## src/rtl/fpu_issue_queue.sv

```systemverilog
// Issue/retire wrapper around a fixed-latency, non-stallable FPU pipeline.
// Tracks tagged operands through the unit and buffers results behind a credit-limited FIFO.
`timescale 1ns/1ps
module fpu_issue_queue #(
    parameter int unsigned LATENCY = 4,
    parameter int unsigned DEPTH   = 4,
    parameter int unsigned TAG_W   = 5
) (
    input  logic             clk,
    input  logic             rstn,
    input  logic             in_valid,
    output logic             in_ready,
    input  logic [31:0]      in_data,
    input  logic [TAG_W-1:0] in_tag,
    output logic [31:0]      unit_src,
    input  logic [31:0]      unit_dest,
    output logic             out_valid,
    input  logic             out_ready,
    output logic [31:0]      out_data,
    output logic [TAG_W-1:0] out_tag,
    output logic             busy
);

    localparam int unsigned DATA_W = 32;
    localparam int unsigned CNT_W  = $clog2(DEPTH + 1);
    localparam int unsigned PTR_W  = (DEPTH > 1) ? $clog2(DEPTH) : 1;
    localparam logic [CNT_W-1:0] CREDITS  = CNT_W'(DEPTH);
    localparam logic [PTR_W-1:0] PTR_LAST = PTR_W'(DEPTH - 1);

    typedef struct packed {
        logic [DATA_W-1:0] data;
        logic [TAG_W-1:0]  tag;
    } entry_t;

    logic [LATENCY-1:0] vld_q, vld_d;
    logic [TAG_W-1:0]   tag_q [LATENCY];
    logic [TAG_W-1:0]   tag_d [LATENCY];
    entry_t             mem_q [DEPTH];
    logic [PTR_W-1:0]   wr_ptr_q, wr_ptr_d;
    logic [PTR_W-1:0]   rd_ptr_q, rd_ptr_d;
    logic [CNT_W-1:0]   pending_q, pending_d;
    logic [CNT_W-1:0]   count_q, count_d;
    logic               in_ready_q, in_ready_d;
    logic               out_valid_q, out_valid_d;
    logic               busy_q, busy_d;
    logic               accept, pop, push;

    function automatic logic [PTR_W-1:0] ptr_inc(input logic [PTR_W-1:0] p);
        return (p == PTR_LAST) ? '0 : p + PTR_W'(1);
    endfunction

    assign accept    = in_valid & in_ready_q;
    assign pop       = out_valid_q & out_ready;
    assign push      = vld_q[LATENCY-1];
    assign unit_src  = accept ? in_data : '0;
    assign in_ready  = in_ready_q;
    assign out_valid = out_valid_q;
    assign busy      = busy_q;
    assign out_data  = mem_q[rd_ptr_q].data;
    assign out_tag   = mem_q[rd_ptr_q].tag;

    // Next state: tracking shift register, credit counter, FIFO bookkeeping.
    always_comb begin
        vld_d       = '0;
        pending_d   = pending_q;
        count_d     = count_q;
        wr_ptr_d    = wr_ptr_q;
        rd_ptr_d    = rd_ptr_q;
        for (int unsigned i = 0; i < LATENCY; i++) tag_d[i] = '0;

        vld_d[0] = accept;
        tag_d[0] = in_tag;
        for (int unsigned i = 1; i < LATENCY; i++) begin
            vld_d[i] = vld_q[i-1];
            tag_d[i] = tag_q[i-1];
        end

        if (accept && !pop)      pending_d = pending_q + CNT_W'(1);
        else if (!accept && pop) pending_d = pending_q - CNT_W'(1);

        if (push && !pop)        count_d = count_q + CNT_W'(1);
        else if (!push && pop)   count_d = count_q - CNT_W'(1);

        if (push) wr_ptr_d = ptr_inc(wr_ptr_q);
        if (pop)  rd_ptr_d = ptr_inc(rd_ptr_q);

        in_ready_d  = (pending_d < CREDITS);
        out_valid_d = (count_d != '0);
        busy_d      = (pending_d != '0);
    end

    always_ff @(posedge clk or negedge rstn) begin
        if (!rstn) begin
            vld_q       <= '0;
            pending_q   <= '0;
            count_q     <= '0;
            wr_ptr_q    <= '0;
            rd_ptr_q    <= '0;
            in_ready_q  <= 1'b1;
            out_valid_q <= 1'b0;
            busy_q      <= 1'b0;
        end else begin
            vld_q       <= vld_d;
            pending_q   <= pending_d;
            count_q     <= count_d;
            wr_ptr_q    <= wr_ptr_d;
            rd_ptr_q    <= rd_ptr_d;
            in_ready_q  <= in_ready_d;
            out_valid_q <= out_valid_d;
            busy_q      <= busy_d;
        end
    end

    // Tags and result storage carry no reset; their validity lives in vld_q/count_q.
    always_ff @(posedge clk) begin
        tag_q <= tag_d;
        if (push) mem_q[wr_ptr_q] <= '{data: unit_dest, tag: tag_q[LATENCY-1]};
    end

endmodule

```

## config.mk

```make
export PLATFORM = sky130hd
export DESIGN_NAME = fpu_issue_queue
export DESIGN_NICKNAME = d
export VERILOG_FILES = /design/src/rtl/fpu_issue_queue.sv
export SDC_FILE = /design/constraint.sdc
export NUM_CORES = 1
export LEC_CHECK = 0
export CORE_MARGIN = 4
export CORE_UTILIZATION = 56
export DETAILED_ROUTE_END_ITERATION = 7
export DONT_BUFFER_PORTS = 1
export GPL_TIMING_DRIVEN = 1
export PLACE_DENSITY = 0.74
export SLEW_MARGIN = 20
export SYNTH_ARGS = -nofsm -noshare
export SYNTH_HDL_FRONTEND = slang
export SYNTH_SLANG_ARGS = --single-unit
export TNS_END_PERCENT = 100
```

## constraint.sdc

```tcl
create_clock -name clk -period 2 [get_ports clk]
set_input_delay 0.1 -clock clk [delete_from_list [all_inputs] [get_ports clk]]
set_output_delay 0.1 -clock clk [all_outputs]
set_load 0.1 [all_outputs]
```

==> summary.md <==
| Metric | Value |
|---|---|
| Outcome | complete, no violations |
| Synth warnings | 0 |
| Clock Skews | 0.0107 ns |
| Placeable Area | ~12000 µm² |
| Remaining antenna violation count | 0 |
| CP required | 1.90 ns |
| Worst Path Class, Setup | register to output port |
| Layout Nets | between 500 and 600 |
| Fin. Hold Viols | 0 |
| Layout area overhead | 41.3% |
| Total Wirelength | around 14000 µm |
| Die area | 14000 µm² |
| Maximum root-to-sink buffer count | 2 |
| Wire per inst | approximately 22 µm |
| Initial antenna violation count | 1 |
| Final period util | 0.976 |
| Vias in the first global route | approximately 3900 |
| H-tree depth | 4 |
| Slew HR | 0.486 |
| Overall Global Routing Usage | 0.204 |
| Die Height | around 120 µm |
| CTS Sinks | 185 |
| Top cell type by total area after synthesis | edfxtp_1 |
| Inserted Clock Buffers | 17 |
| #FFs+latches synth | around 190 |
| Setup-failing EPs final | 0 |
| Largest net degree at the start of global routing | 37 |
| CP startpoint kind | register |
| Most frequent cells after synthesis | edfxtp_1, mux4_2, and3_1, dfxtp_1, dfrtp_1 |
| TritonRoute pass-1 iters | 4 |
| Port Buffer Count | 0 |
| Ys async rst share | 0.0919 |
| Die X | between 100 and 150 µm |
| Clock slew at reported path FFs | about 0.070 ns |
| Syn nets | ~420 |
| Max Freq | around 510 MHz |
| Congestion Overflow GR | 0 |
| Clock root buffer | clkbuf_16 |
| Setup crit end kind | output port |
| Post-Synthesis Cells | about 340 |
| EDFF count, synth | around 150 |
| Initial core utilization | 0.570 |
| I/O Pins | ~150 |
| Syn_area_per_cell | between 20 and 25 µm² |
| Library cells used by synthesis | 32 |
| Top_reg_cell synth | edfxtp_1 |
| Yosys top cell area share | 0.652 |
| TritonCTS clock tree | done |
| Clk_lat worst skew | between 0.4 and 0.5 ns |
| Placer Congestion | about 0.81 |
| Share of cells above drive strength 1 | 0.407 |
| Via count | about 3600 |
| Final Max Tran Viols | 0 |
| CP Max Fanout | 7 |
| Min Tclk post-route | between 1.5 and 2 ns |
| DP HPWL | roughly 8900 µm |
| Worst min-delay path class | input pin to register |
| Crit path arrival time | 1.85 ns |
| First-pass GRT wire length | 21700 µm |
| Worst Tran Pin Value | just under 0.8 ns |
| Maxcap violations | 0 |
| Number of vias per cell | between 5 and 6 |
| DRC viols | 0 |
| Most common cell in the netlist | edfxtp_1 |
| Area contributors post-synth | edfxtp_1, mux4_2, dfrtp_1 |
| Post-Syn Area | between 6000 and 7000 µm² |
| First-iteration detailed-routing DRC count | between 300 and 400 |
| Sequential fraction of the synthesis area | 0.773 |
| Final Util | 0.806 |
| FP Rows | 40 |
[critical path, stage by stage, from the launching register on]
cell and delay [ns]:
dfrtp_2 0.39, buf_12 0.14, buf_12 0.14, mux4_2 0.56, buf_12 0.20
[final cells by class]
| class | instances | area (µm²) |
|---|---|---|
| fill | 588 | 2320 |
| timing repair buffer | 128 | 2040 |
| tap | 147 | 184 |
| multi-input combinational | 128 | 1490 |
| sequential | 185 | 5280 |
| clock inverter | 15 | 194 |
| clock buffer | 17 | 425 |
| antenna | 1 | 2.50 |
| inverter | 8 | 30.0 |
[logic make-up after synthesis]
family,Yosys count,share of synthesized area
flops,185,0.773
simple gates,59,0.0492
mux,38,0.124
buf+inv,24,0.0154
compound gates,16,0.0149
fa+ha+maj,9,0.0165
xor+xnor,6,0.00770
[path summary, 6_finish.rpt]
path,endpoint,startpoint,cells after the start,slack (ns)
max,out_data[12],rd_ptr_q[0]$_DFFE_PN0P_,4,0.05
min,rd_ptr_q[1]$_DFFE_PN0P_,out_ready,3,0.09
max reg2reg,busy$_DFF_PN0_,in_ready$_DFF_PN1_,5,0.34
min reg2reg,tag_d[8]$_DFF_P_,tag_d[13]$_DFF_P_,0,0.33
max in group asynchronous,rd_ptr_q[0]$_DFFE_PN0P_,rstn,1,1.27
min in group asynchronous,wr_ptr_q[0]$_DFFE_PN0P_,rstn,1,0.19
[metrics by stage]
stage	hold WS [ns]	cell area (µm²)	setup WS [ns]	instances	setup TNS (ns)
after floorplan	-0.196	6860	0.0733	337	0
after global placement	-0.195	8530	0.370	551	0
after detailed placement	-0.195	8530	0.323	551	0
after CTS	0.0499	9550	-0.00494	624	-0.00987
after global routing	0.0818	9640	-0.0200	629	-0.107
final	0.0861	9640	0.0475	629	0
[registers in the layout, indices dropped and copies added (netlist names)]
register,count
mem_q,148
tag_q,5
wr_ptr_q,2
vld_q,4
out_valid,1
rd_ptr_q,2
in_ready,1
pending_q,3
count_q,3
tag_d,15
busy,1
[layout by cell type (no fill, tap or decap), types with 2 or more instances in the layout]
cell type      instances
dfrtp_2                3
nand3_1                2
dlygate4sd3_1         39
inv_1                  8
and2_2                 4
nand2b_1               2
dfxtp_1               20
buf_12                75
nand2_1               11
clkinv_8               5
o21ai_0                7
ha_1                   9
xnor2_1                5
edfxtp_1             148
nor2_1                 3
mux4_2                37
and3_1                 2
dfrtp_1               13
o211ai_1               2
inv_8                  7
buf_4                 11
inv_6                  2
clkbuf_16             19
and3_2                30
[layer usage]
metal,share of wire,track usage,vias up
met1,0.37,0.238,1816
met2,0.54,0.356,163
met5,0,0,-
met3,0.073,0.0775,10
li1,-,-,1608
met4,0.0085,0.0587,0
[repair_timing]
item                       CTS  global route
setup buffers                2             2
gates resized for setup      0             2
setup endpoints to repair   33            33
cloned                       0             2
hold buffers                39             0
hold endpoints to repair   152             0
Power is not shown: default switching activity piles up to over one toggle a cycle in this logic, so the estimate is an artifact.
